$ cat config.mk
export PLATFORM = sky130hd
export DESIGN_NAME = fifo_read_prefetch
export DESIGN_NICKNAME = d
export VERILOG_FILES = /design/src/rtl/fifo_read_prefetch.sv
export SDC_FILE = /design/constraint.sdc
export NUM_CORES = 1
export LEC_CHECK = 0
export ABC_CLOCK_PERIOD_IN_PS = 2200
export CAP_MARGIN = 20
export CORE_MARGIN = 1.5
export CORE_UTILIZATION = 44
export CTS_BUF_LIST = sky130_fd_sc_hd__clkbuf_8 sky130_fd_sc_hd__clkbuf_16
export DETAILED_ROUTE_END_ITERATION = 8
export PLACE_DENSITY = 0.73
export REMOVE_ABC_BUFFERS = 1
export SYNTH_ARGS = -nofsm -noshare
export SYNTH_HDL_FRONTEND = slang
export SYNTH_SLANG_ARGS = --single-unit
export TNS_END_PERCENT = 50
$ cat constraint.sdc
create_clock -name clk_i -period 2.2 [get_ports clk_i]
set_input_delay 0.33 -clock clk_i [delete_from_list [all_inputs] [get_ports clk_i]]
set_output_delay 0.33 -clock clk_i [all_outputs]
set_load 0.005 [all_outputs]
$ cat src/rtl/fifo_read_prefetch.sv
// fifo_read_prefetch
//   Read-side prefetcher for an upstream storage FIFO that has a fixed read
//   latency. The block issues read requests ahead of the consumer and holds
//   the returned words in a small output buffer. It uses a credit rule so a
//   returning word always finds a free buffer entry. With the upstream
//   non-empty and the consumer always ready, it delivers one word per cycle.
//
//   Parameters
//     WIDTH    data word width in bits
//     LATENCY  cycles from fifo_rd_en_o to valid fifo_data_i (1..4)
//
//   Ports
//     clk_i         clock, all state updates on the rising edge
//     rst_i         synchronous active-high reset
//     flush_i       synchronous flush (present only with FIFO_PREFETCH_FLUSH_EN)
//     fifo_empty_i  upstream FIFO empty flag
//     fifo_rd_en_o  read request to the upstream FIFO
//     fifo_data_i   upstream read data, valid LATENCY cycles after a request
//     down_valid_o  output word available
//     down_ready_i  consumer accepts the word
//     down_data_o   oldest buffered word
//
//   Build option
//     FIFO_PREFETCH_FLUSH_EN  adds flush_i. A flush discards buffered and
//     in-flight words for one cycle. The upstream FIFO contents are not
//     affected.

module fifo_read_prefetch #(
  parameter int WIDTH   = 8,
  parameter int LATENCY = 1
) (
  input  logic             clk_i,
  input  logic             rst_i,
`ifdef FIFO_PREFETCH_FLUSH_EN
  input  logic             flush_i,
`endif
  input  logic             fifo_empty_i,
  output logic             fifo_rd_en_o,
  input  logic [WIDTH-1:0] fifo_data_i,
  output logic             down_valid_o,
  input  logic             down_ready_i,
  output logic [WIDTH-1:0] down_data_o
);

  localparam int BUF_DEPTH = LATENCY + 1;
  localparam int OCC_W     = $clog2(BUF_DEPTH + 1);
  localparam int INF_W     = $clog2(LATENCY + 1);
  localparam int PTR_W     = $clog2(BUF_DEPTH);
  // inflight + occ is at most 2*LATENCY+1, so one extra bit over OCC_W suffices
  localparam int SUM_W     = OCC_W + 1;

  logic                clr;
  logic [LATENCY-1:0]  vld_q;
  logic [INF_W-1:0]    inflight_q;
  logic [OCC_W-1:0]    occ_q;
  logic [PTR_W-1:0]    wr_ptr_q;
  logic [PTR_W-1:0]    rd_ptr_q;
  logic [WIDTH-1:0]    mem_q [BUF_DEPTH];
  logic                ret;
  logic                pop;
  logic                rd_en;
  logic [SUM_W-1:0]    credit_used;
  logic [SUM_W-1:0]    credit_limit;

`ifdef FIFO_PREFETCH_FLUSH_EN
  assign clr = rst_i | flush_i;
`else
  assign clr = rst_i;
`endif

  function automatic logic [PTR_W-1:0] ptr_inc(input logic [PTR_W-1:0] p);
    if (p == PTR_W'(BUF_DEPTH - 1)) return '0;
    return p + PTR_W'(1);
  endfunction

  always_comb begin
    ret          = vld_q[LATENCY-1];
    // Gated by clr so the buffer is invisible during the clearing cycle.
    down_valid_o = !clr && (occ_q != '0);
    pop          = down_valid_o && down_ready_i;
    // (inflight + occ - pop) < BUF_DEPTH, rearranged to avoid underflow
    credit_used  = SUM_W'(inflight_q) + SUM_W'(occ_q);
    credit_limit = SUM_W'(BUF_DEPTH) + SUM_W'(pop);
    rd_en        = !clr && !fifo_empty_i && (credit_used < credit_limit);
    fifo_rd_en_o = rd_en;
    down_data_o  = mem_q[rd_ptr_q];
  end

  always_ff @(posedge clk_i) begin
    if (clr) begin
      // Clearing the valid stages makes words still in the upstream pipe be
      // ignored when they arrive after the clear.
      vld_q      <= '0;
      inflight_q <= '0;
      occ_q      <= '0;
      wr_ptr_q   <= '0;
      rd_ptr_q   <= '0;
      if (rst_i) begin
        for (int i = 0; i < BUF_DEPTH; i++) mem_q[i] <= '0;
      end
    end else begin
      vld_q <= LATENCY'({vld_q, rd_en});

      case ({rd_en, ret})
        2'b10:   inflight_q <= inflight_q + INF_W'(1);
        2'b01:   inflight_q <= inflight_q - INF_W'(1);
        default: ;
      endcase

      // The credit rule guarantees a free entry whenever ret is set, so the
      // write never lands on the head entry while it is still being offered.
      if (ret) begin
        mem_q[wr_ptr_q] <= fifo_data_i;
        wr_ptr_q        <= ptr_inc(wr_ptr_q);
      end
      if (pop) rd_ptr_q <= ptr_inc(rd_ptr_q);

      case ({ret, pop})
        2'b10:   occ_q <= occ_q + OCC_W'(1);
        2'b01:   occ_q <= occ_q - OCC_W'(1);
        default: ;
      endcase
    end
  end

endmodule
==> results.toml <==
[run_status]
outcome = "finished clean"

[critical_path]
r2r_cells = 7
crit_required_ns = 1.87
path_class = "reg2out"
crit-reg2reg-launch = "occ_q[0]$_SDFFE_PP0P_"
worstPathArrival_ns = 1.74
cp_max_fo = 2
rr_endpoint = "occ_q[1]$_SDFFE_PP0P_"
end_kind = "output port"
start_kind = "flip-flop"
rrSetupSlack_ns = 0.35

[cts]
cts-resized-gates = 1
clock_path_buffers = 2
post-cts-setup-buffers = 0
numCtsBuffers = 3
clock_latency_ns = 0.26
cts.hold.buffers_added = 0
cts_max_level = 1
cts.sinks = 23
cts-root-buf = "clkbuf_8"
cts_tree = "built"
clkTransAtPathRegs_ns = 0.08

[power]
power_density_nw_per_um2 = 735.3
finalPower_mw = 1.005
p_leak_nw = 0.5242
ir_drop_uv = 461.1

[synthesis]
netlist.area_leader.share = 0.4593
yosys.area.top_type = "edfxtp_1"
netlist_area_sq_um = 1046
yosysMostFrequentCell = "and2_1"
ys_seq_area_frac = 0.5933
ys_top_cells_by_count = "and2_1, edfxtp_1, mux2_2, dfxtp_1, nor2_1"
synth_edf_count = 16
synth_cells = 76
ys_types = 22
synth_area_leaders = "edfxtp_1, dfxtp_1, and2_1"
yosysWarnings = 0
synth-async-reset-ratio = 0
synth-main-ff-cell = "edfxtp_1"
syn-mean-instance-area_sq_um = 13.76
ys_ff_latch = 23

[global_route]
grt_pass1_vias = 636
antenna_found_initial = 0
grt_pass1_wl_microns = 2725
grt_max_degree = 14
grt_use_total = 0.1388
gr-total-overflow = 0

[placement]
pre_cts_ws_ns = -0.1585
place_congestion = 0.6764
portBuffers = 21
dp.final_hpwl_microns = 1177
place_area_sq_um = 1321

[sta]
rsz0062_at_grt = "no"
tightest_slew_ns = 0.8061
slew_headroom = 0.4615
worst_slack_ns = 0.1272
hold_slack_ns = 0.5274
max_freq_ghz = 0.4824
skew_ns = 0.004469
drv_slew = 0
hold_viol = 0
setup_viol = 0
fin_crit_ns = 2.073
fin_crit_sh = 0.9422

[worst_hold_path]
holdPathStages = 2
hold_class = "reg2reg"
min-delay-start = "rd_ptr_q$_SDFFE_PP0P_"

[route]
viasPerCell = 4.795
wirelength_microns = 1572
wl_per_cell_microns = 11.91
dr.pass1.iters = 3
postRouteAntennaNets = 0
vias = 633
drtIter0Drc = 1
drc = 0

[layout]
area_growth_pct = 30.62
fill_cells = 193
drive_above_1_share = 0.2019
fin_nets = 120
design_area_sq_um = 1366
antennaDiodeCount = 0

[floorplanning]
num_rows = 17
die_x_microns = 51.76
fp.dieH_microns = 51.76
core_area_sq_um = 2233
io_pins = 22
start_util = 0.4683
die_area_sq_um = 2679

[flow_run]
drv_cap = 0
==> cell families after synthesis <==
logic type,count (synthesis),share of synthesized area
compound gates,6,0.06699
xor+xnor,5,0.04186
fa+ha+maj,3,0.03589
buf+inv,3,0.01076
flops,23,0.5933
mux,9,0.09689
simple gates,27,0.1543
==> layout make-up <==
type	instances	area, sq um	share of cell area
Sequential cell	23	620.6	0.4542
Multi-Input combinational cell	50	414.1	0.3031
Timing Repair Buffer	26	246.5	0.1804
Clock buffer	3	41.29	0.03022
Tap cell	28	35.03	0.02564
Clock inverter	1	5.005	0.003663
Inverter	1	3.754	0.002747
==> layer usage <==
layer	vias up	routed length, microns	GRT usage
met5	-	0	0
met2	15	818	0.2564
met1	289	674	0.1533
met3	2	64	0.02299
li1	327	-	-
met4	0	14	0.06579
==> worst max-delay path by stage <==
stage                                  startpoint                       to  cells after the start
after floorplan             occ_q[0]$_SDFFE_PP0P_  inflight_q$_SDFFE_PP0P_                      4
after global placement                      rst_i             fifo_rd_en_o                      5
after detailed placement                    rst_i             fifo_rd_en_o                      5
after CTS                 inflight_q$_SDFFE_PP0P_             fifo_rd_en_o                      4
after global routing      inflight_q$_SDFFE_PP0P_             fifo_rd_en_o                      4
final                     inflight_q$_SDFFE_PP0P_             fifo_rd_en_o                      4
==> worst max-delay path: stages (launching register included) <==
cell,delay (ns)
dfxtp_1,0.33
ha_1,0.28
nand3b_2,0.24
a2111oi_4,0.37
dlygate4sd2_1,0.27
==> cells in the final DEF, fill, tap and decap left out, drive strengths merged, types with 2 or more instances in the layout <==
master         Yosys  final
nor2               5      5
dfxtp              7      7
mux2               9      9
xnor2              4      4
and2              17     17
ha                 3      3
a2111oi            2      2
buf                0      5
clkbuf             2      3
edfxtp            16     16
clkdlybuf4s50      0     20
==> state kept, by name, indices dropped and copies added (netlist names), named ones only <==
signal      cells
wr_ptr_q        1
mem_q          16
ret             1
inflight_q      1
occ_q           2
rd_ptr_q        1
==> through the flow <==
stage / TNS [ns] / std cells / util
detailed placement: -0.1585 / 128 / 0.5916
CTS: 0 / 132 / 0.6118
global route: 0 / 132 / 0.6118
floorplan: 0 / 74 / -
finish: 0 / 132 / 0.6118
global placement: -0.1225 / 128 / 0.5916
==> where the power goes <==
group / total [mW] / switching [mW] / internal (mW)
sequential: 0.534 / 0.0258 / 0.508
clock: 0.250 / 0.124 / 0.126
combinational: 0.221 / 0.0797 / 0.141
No activity file was read; power rests on OpenSTA's default activity.
